--- src/rtl/midi_tx.sv ---
// rtl/midi_tx.sv - MIDI message serializer with running status, 8N1 UART frames
module midi_tx #(
    parameter int CLK_FREQ       = 100000000,
    parameter int BAUD           = 31250,
    parameter int RUNNING_STATUS = 1
) (
    input  logic       clk,
    input  logic       rst,
    input  logic       msg_valid,
    output logic       msg_ready,
    input  logic [7:0] msg_status,
    input  logic [6:0] msg_data1,
    input  logic [6:0] msg_data2,
    output logic       midi_out,
    output logic       busy
);

    localparam int CLKS_PER_BIT = CLK_FREQ / BAUD;
    localparam int CNT_W        = (CLKS_PER_BIT > 2) ? $clog2(CLKS_PER_BIT) : 1;
    localparam logic [CNT_W-1:0] CNT_LOAD = CNT_W'(CLKS_PER_BIT - 1);
    localparam bit RS_EN = (RUNNING_STATUS != 0);

    typedef enum logic [1:0] {
        S_IDLE  = 2'd0,
        S_START = 2'd1,
        S_DATA  = 2'd2,
        S_STOP  = 2'd3
    } state_t;

    state_t           state;
    state_t           next_state;

    // arm is low after reset and for the single cycle following any acceptance
    logic             arm;
    logic [CNT_W-1:0] baud_cnt;
    logic [2:0]       bit_cnt;
    logic [1:0]       byte_idx;
    logic [1:0]       last_idx;
    logic [7:0]       status_q;
    logic [6:0]       data1_q;
    logic [6:0]       data2_q;
    logic [7:0]       rs_q;
    logic             rs_valid;

    logic             accept;
    logic             status_ok;
    logic             is_channel;
    logic             skip_status;
    logic [1:0]       msg_len;
    logic             bit_done;
    logic             last_bit;
    logic             last_byte;
    logic [7:0]       cur_byte;

    assign accept      = msg_valid & msg_ready;
    assign status_ok   = msg_status[7];
    assign is_channel  = (msg_status[7:4] != 4'hF);
    assign skip_status = RS_EN && is_channel && rs_valid && (rs_q == msg_status);
    assign bit_done    = (baud_cnt == '0);
    assign last_bit    = (bit_cnt == 3'd7);
    assign last_byte   = (byte_idx == last_idx);

    // Total message length in bytes, decoded from the status byte
    always_comb begin
        msg_len = 2'd1;
        case (msg_status[7:4])
            4'h8, 4'h9, 4'hA, 4'hB, 4'hE: msg_len = 2'd3;
            4'hC, 4'hD:                   msg_len = 2'd2;
            4'hF: begin
                case (msg_status[3:0])
                    4'h2:       msg_len = 2'd3;
                    4'h1, 4'h3: msg_len = 2'd2;
                    default:    msg_len = 2'd1;
                endcase
            end
            default:                      msg_len = 2'd1;
        endcase
    end

    // Byte currently on the wire: status or one of the zero-padded data bytes
    always_comb begin
        cur_byte = status_q;
        case (byte_idx)
            2'd0:    cur_byte = status_q;
            2'd1:    cur_byte = {1'b0, data1_q};
            default: cur_byte = {1'b0, data2_q};
        endcase
    end

    // FSM state register
    always_ff @(posedge clk or negedge rst) begin
        if (!rst) begin
            state <= S_IDLE;
        end else begin
            state <= next_state;
        end
    end

    // FSM next-state: start -> 8 data bits -> stop, repeated per byte
    always_comb begin
        next_state = state;
        case (state)
            S_IDLE:  if (accept && status_ok) next_state = S_START;
            S_START: if (bit_done) next_state = S_DATA;
            S_DATA:  if (bit_done && last_bit) next_state = S_STOP;
            S_STOP:  if (bit_done) next_state = last_byte ? S_IDLE : S_START;
            default: next_state = S_IDLE;
        endcase
    end

    // FSM outputs: line level, handshake and busy flag
    always_comb begin
        msg_ready = 1'b0;
        busy      = 1'b1;
        midi_out  = 1'b1;
        case (state)
            S_IDLE: begin
                msg_ready = arm;
                busy      = 1'b0;
                midi_out  = 1'b1;
            end
            S_START: midi_out = 1'b0;
            S_DATA:  midi_out = cur_byte[bit_cnt];
            S_STOP:  midi_out = 1'b1;
            default: midi_out = 1'b1;
        endcase
    end

    // Datapath: message latch, running status, baud/bit/byte counters
    always_ff @(posedge clk or negedge rst) begin
        if (!rst) begin
            arm      <= 1'b0;
            baud_cnt <= '0;
            bit_cnt  <= 3'd0;
            byte_idx <= 2'd0;
            last_idx <= 2'd0;
            status_q <= 8'h00;
            data1_q  <= 7'h00;
            data2_q  <= 7'h00;
            rs_q     <= 8'h00;
            rs_valid <= 1'b0;
        end else begin
            arm <= ~accept;
            if (accept) begin
                // acceptance opens a fresh start-bit period, so no drift
                baud_cnt <= CNT_LOAD;
                bit_cnt  <= 3'd0;
                if (status_ok) begin
                    status_q <= msg_status;
                    data1_q  <= msg_data1;
                    data2_q  <= msg_data2;
                    byte_idx <= skip_status ? 2'd1 : 2'd0;
                    last_idx <= msg_len - 2'd1;
                    if (is_channel) begin
                        rs_q     <= msg_status;
                        rs_valid <= 1'b1;
                    end else if (!msg_status[3]) begin
                        // system common / sysex cancels running status, realtime does not
                        rs_valid <= 1'b0;
                    end
                end
            end else if (state != S_IDLE) begin
                baud_cnt <= bit_done ? CNT_LOAD : baud_cnt - 1'b1;
                if (bit_done) begin
                    if (state == S_DATA) begin
                        bit_cnt <= bit_cnt + 3'd1;
                    end
                    if (state == S_STOP && !last_byte) begin
                        byte_idx <= byte_idx + 2'd1;
                    end
                end
            end
        end
    end

endmodule
--- config.mk ---
export PLATFORM = sky130hd
export DESIGN_NAME = midi_tx
export DESIGN_NICKNAME = d
export VERILOG_FILES = /design/src/rtl/midi_tx.sv
export SDC_FILE = /design/constraint.sdc
export NUM_CORES = 1
export LEC_CHECK = 0
export BUFFER_PORTS_ARGS = -buffer_cell sky130_fd_sc_hd__buf_2
export CAP_MARGIN = 5
export CORE_MARGIN = 10
export CORE_UTILIZATION = 43
export CTS_BUF_LIST = sky130_fd_sc_hd__clkbuf_4
export DETAILED_ROUTE_END_ITERATION = 12
export GPL_TIMING_DRIVEN = 0
export PLACE_DENSITY = 0.64
export REMOVE_ABC_BUFFERS = 1
export SLEW_MARGIN = 5
export SYNTH_ARGS = -nofsm -noshare
export SYNTH_HDL_FRONTEND = slang
export SYNTH_SLANG_ARGS = --single-unit
export TNS_END_PERCENT = 100
--- constraint.sdc ---
create_clock -name clk -period 2.2 [get_ports clk]
set_input_delay 0.11 -clock clk [delete_from_list [all_inputs] [get_ports clk]]
set_output_delay 0.11 -clock clk [all_outputs]
set_load 0.05 [all_outputs]
Yosys cells after proc, flatten, opt, wreduce, memory -nomap -nowiden
Index checks and enable logic that the tools add are counted.

storage, ports and cells
  flip-flop bits (word level) = 53
  input bits = 25
  output and inout port bits = 3
  word-level logic and storage cells = 96

operators by class
  add/subtract/negate cells = 4
  magnitude comparators = 1
  equal/unequal tests = 25
  mux-type cells = 29
  bitwise gates (word level) = 2
  reduce and logical (&&, ||, !) cells = 24

operator list
  kind                   count
  $mux 12                3
  $eq 4x4->1 const B     8
  $mux 2                 9
  $pmux 8 s2             1
  $logic_not 12->1       1
  $mux 3                 4
  $sub 12x1->12 const B  1
  $ne 2x2->1 const B     5
  $reduce_bool 2->1      5
  $reduce_and 3->1       3
  $eq 4x2->1 const B     2
  $eq 8x8->1             1
  $pmux 2 s4             1
  $reduce_and 4->1       2
  $mux 1                 7
  $pmux 2 s3             1
  $reduce_or 2->1        3
  $logic_and 1x1->1      5
  $reduce_or 5->1        1
  $eq 2x1->1 const B     2
  $eq 2x2->1 const B     2
  $eq 4x1->1 const B     1
  $logic_not 2->1        2
  $lt 3x4->1 const B     1
  other kinds (14)       14

Depth between registers and ports, before layout
  depth after elaboration = 7
  mapped depth = 9
  gate-level depth less buffers = 6

Least setup slack after synthesis
OpenSTA, ideal clock, no wires.

  kind = register to output
  from = reg byte_idx[0]
  to = out midi_out
  arrival = 2.308 ns
  data required time = 2.090 ns
  path slack = -0.218 ns
  cell stages (with the launch flop) = 8
  path buffers = 1
  path through = dfrtp_1 > inv_1 > ha_1 > clkbuf_1 > nor2_1 > a221oi_1 > a211o_1 > o221ai_1

between the ends
  word-level cells in the longest chain between the ends = 5
  elaborated cells on any way between the ends = 6
  those cells by class = eq/ne: 1; mux: 4; reduce/logical: 1

RTL lines
  item                                           RTL line  RTL
  start, declared                                37        logic [1:0] byte_idx;
  start signal, assigned                         152       byte_idx <= skip_status ? 2'd1 : 2'd0;
  start signal, assigned                         169       byte_idx <= byte_idx + 2'd1;
  $eq 2x1->1 or $logic_not 2->1 (tied branches)  83        case (byte_idx)
  $pmux 8 s2 *                                   83
  $bmux 1 s3 *                                   123       S_DATA: midi_out = cur_byte[bit_cnt];
  $mux 1 (not written as such) *                 123
  $pmux 1 s3 *                                   116       case (state)
  end, declared                                  14        output logic midi_out,

Every way passes the cells marked *; elsewhere a longest branch is shown, timed or not. The select of a mux whose other input is x is not followed.

Worst setup path in the final report
Ends and elaborated chain as after synthesis.

==> out/metrics.yaml <==
die:
  io_pins: 28
  start_util_pct: 44.2
  core_area_um2: 6350
  die_y_um: 101
  die-width_um: 101
  dieArea_um2: 10200
  rows: 29
final_layout:
  num-fill-cells: 558
  multi_input_area_um2: 1480
  nNetsFinal: 343
  final_common_cell: "dfrtp_1"
  utilization_pct: 53.8
  drive_above_1_share_pct: 28.6
  area_growth_syn_to_layout_pct: 21.5
  antenna_cells: 0
  regArea_um2: 1330
  layout_common_cells: "52 x dfrtp_1, 26 x buf_2, 25 x nand2_1, 20 x mux2_2, 19 x dlygate4sd3_1"
global_routing:
  grt_max_degree: 54
  grtUsageTotal_pct: 13.1
  grt_pass1_vias: 2221
  antenna_found_initial: 0
  grt_pass1_wl_mm: 10.8
  grt-ovfl-total: 0
place:
  place_congestion: 0.778
  io_buffer_count: 27
  dp_hpwl_mm: 4.17
synthesis:
  synth_edf_count: 0
  ys.flop_type: "dfrtp_1"
  ys.warnings.count: 0
  synth_cell_type_count: 48
  synth_area_per_cell_um2: 11.1
  yosysSeqAreaShare_pct: 47.2
  syn-cell-area_um2: 2810
  synth-async-reset-ratio_pct: 100
  synthCells: 253
  ys_ff_latch: 53
worst_setup_path:
  crit_end: "midi_out"
  reg2reg_from: "state[0]"
  worstSetupStartpoint: "byte_idx[0]"
  ff2ff_path_depth: 6
  required_ns: 2.09
  endpoint_kind: "primary output"
  ff2ff_setup_slack_ns: 0.22
  start_kind: "flip-flop"
  cp_max_fo: 6
  r2r_end: "byte_idx[0]"
  crit_type: "reg2out"
  cp.arrival_ns: 2.10
timing:
  drv_slew: 0
  fmax_mhz: 452
  tightestPinTransition_ns: 1.19
  finalSetupViolations: 1
  period_share_pct: 101
  rsz0062_at_grt: "yes"
  post-route-worst-setup-slack_ns: -0.0111
  hold_viol_final: 0
  layout_min_cycle_time_ns: 2.21
  slew_headroom_pct: 21.0
  skew_ns: 0.00801
routing:
  drt-wirelength-per-cell_um: 16.2
  finalWirelength_mm: 6.25
  drc_errors: 0
  drt_iter0_drc: 112
  viasPerCell: 5.46
  num_vias: 2104
  dr.pass1.iters: 4
  postRouteAntennaNets: 0
power:
  ir_drop_v: 0.000328
  p_total_w: 0.00151
  powerDensity_nw_per_um2: 443
  leakage_nw: 1.60
flow_run:
  maxCapViolations: 0
clock_network:
  cts_made_buffers: 5
  cts_tree: "built"
  cts_root_buf: "clkbuf_4"
  clkTransAtPathRegs_ns: 0.16
  clock_latency_ns: 0.39
  cts_max_level: 2
  clock-sinks: 53
  clockBufferDepth: 2
min_path:
  min_path_type: "in2reg"
status:
  status: "finished, violations left"
  violations: "negative setup slack"
-- power by group --
part | internal [W] | switching, W
Clock | 0.000121 | 0.000326
Sequential | 0.000975 | 0
Combinational | 0.0000445 | 0.0000464
-- area by class of cell --
type / count / share of cell area (%)
multi-input combinational: 181 / 43.2
sequential: 53 / 38.9
timing repair buffer: 58 / 12.6
tap: 77 / 2.82
clock buffer: 5 / 1.10
inverter: 8 / 0.880
clock inverter: 3 / 0.513
-- metrics by stage --
| stage | worst slack (ns) | hold WS [ns] | area, um^2 | setup TNS [ns] | cells |
|---|---|---|---|---|---|
| after floorplan | -0.145 | -0.186 | 2760 | -0.433 | 242 |
| after global placement | -0.614 | 0.342 | 2990 | -16.11 | 346 |
| after detailed placement | -0.660 | 0.346 | 2990 | -17.59 | 346 |
| after CTS | -0.0385 | 0.0473 | 3400 | -0.0385 | 385 |
| after global routing | -0.148 | 0.0343 | 3410 | -0.148 | 385 |
| final | -0.0111 | 0.0507 | 3410 | -0.0111 | 385 |
-- state kept, by name, summed over array words and instances, names as in the netlist, 3 cells and up --
| name | cells |
|---|---|
| data1_q | 7 |
| baud_cnt | 12 |
| status_q | 8 |
| rs_q | 8 |
| data2_q | 7 |
| bit_cnt | 3 |
-- worst max-delay path, cell delays in order (launching register included) --
cell      delay [ns]
dfrtp_1         0.43
buf_6           0.13
ha_4            0.18
buf_6           0.14
a22o_1          0.21
a211o_1         0.23
nand4_1         0.13
o221ai_2        0.11
buf_6           0.16
-- kinds of logic (layout without fill, tap and decap cells) --
logic type | Yosys count | in the layout | share of synthesized area [%]
multiplexers | 24 | 24 | 9.53
XOR/XNOR | 17 | 17 | 5.30
AO/OA/AOI/OAI | 48 | 48 | 13.0
flip-flops | 53 | 53 | 47.2
adder cells (fa/ha/maj) | 11 | 11 | 4.90
AND/OR/NAND/NOR | 81 | 81 | 17.3
buffers and inverters | 19 | 74 | 2.76
-- cells in the mapped netlist (3+ instances only) --
cell type / instances / share of area, %
a211o_1: 5 / 1.6
a21oi_1: 7 / 1.2
a22o_1: 5 / 1.6
a31oi_1: 3 / 0.67
buf_2: 5 / 0.89
clkbuf_1: 6 / 0.80
dfrtp_1: 53 / 47
ha_1: 11 / 4.9
inv_1: 8 / 1.1
mux2_2: 20 / 8.0
nand2_1: 26 / 3.5
nand2b_1: 5 / 1.1
nand3_1: 10 / 1.8
nand3b_1: 3 / 0.80
nand4_1: 6 / 1.3
nor2_1: 12 / 1.6
o21ai_0: 3 / 0.53
o22a_1: 3 / 0.94
o31ai_1: 3 / 0.80
xnor2_1: 7 / 2.2
xor2_1: 10 / 3.1
-- per-layer routing --
layer	global-route usage (%)	vias to the layer above	share of wire (%)
met1	17.5	1036	47
met5	0	-	0
met4	3.37	0	0.91
li1	-	1031	-
met2	20.0	33	48
met3	4.18	4	4.0
-- timing repair --
item	CTS	global route
gates cloned	0	0
endpoints found under the hold margin	56	0
hold buffers	19	0
endpoints found under the setup margin	31	2
buffers inserted	12	0
gates resized for setup	20	4
pin swaps	5	2
-- how the worst min path moves through the flow --
stage | startpoint | to | slack [ns] | depth (start not counted)
final | msg_status[5] | status_q[5] | 0.05 | 2
after CTS | msg_status[5] | status_q[5] | 0.05 | 2
after floorplan | rst | arm | -0.19 | 0
after global placement | msg_data2[0] | data2_q[0] | 0.34 | 2
after detailed placement | msg_data1[0] | data1_q[0] | 0.35 | 2
after global routing | msg_status[5] | rs_q[5] | 0.03 | 2
Note: power is estimated with default switching activity, not from simulation.
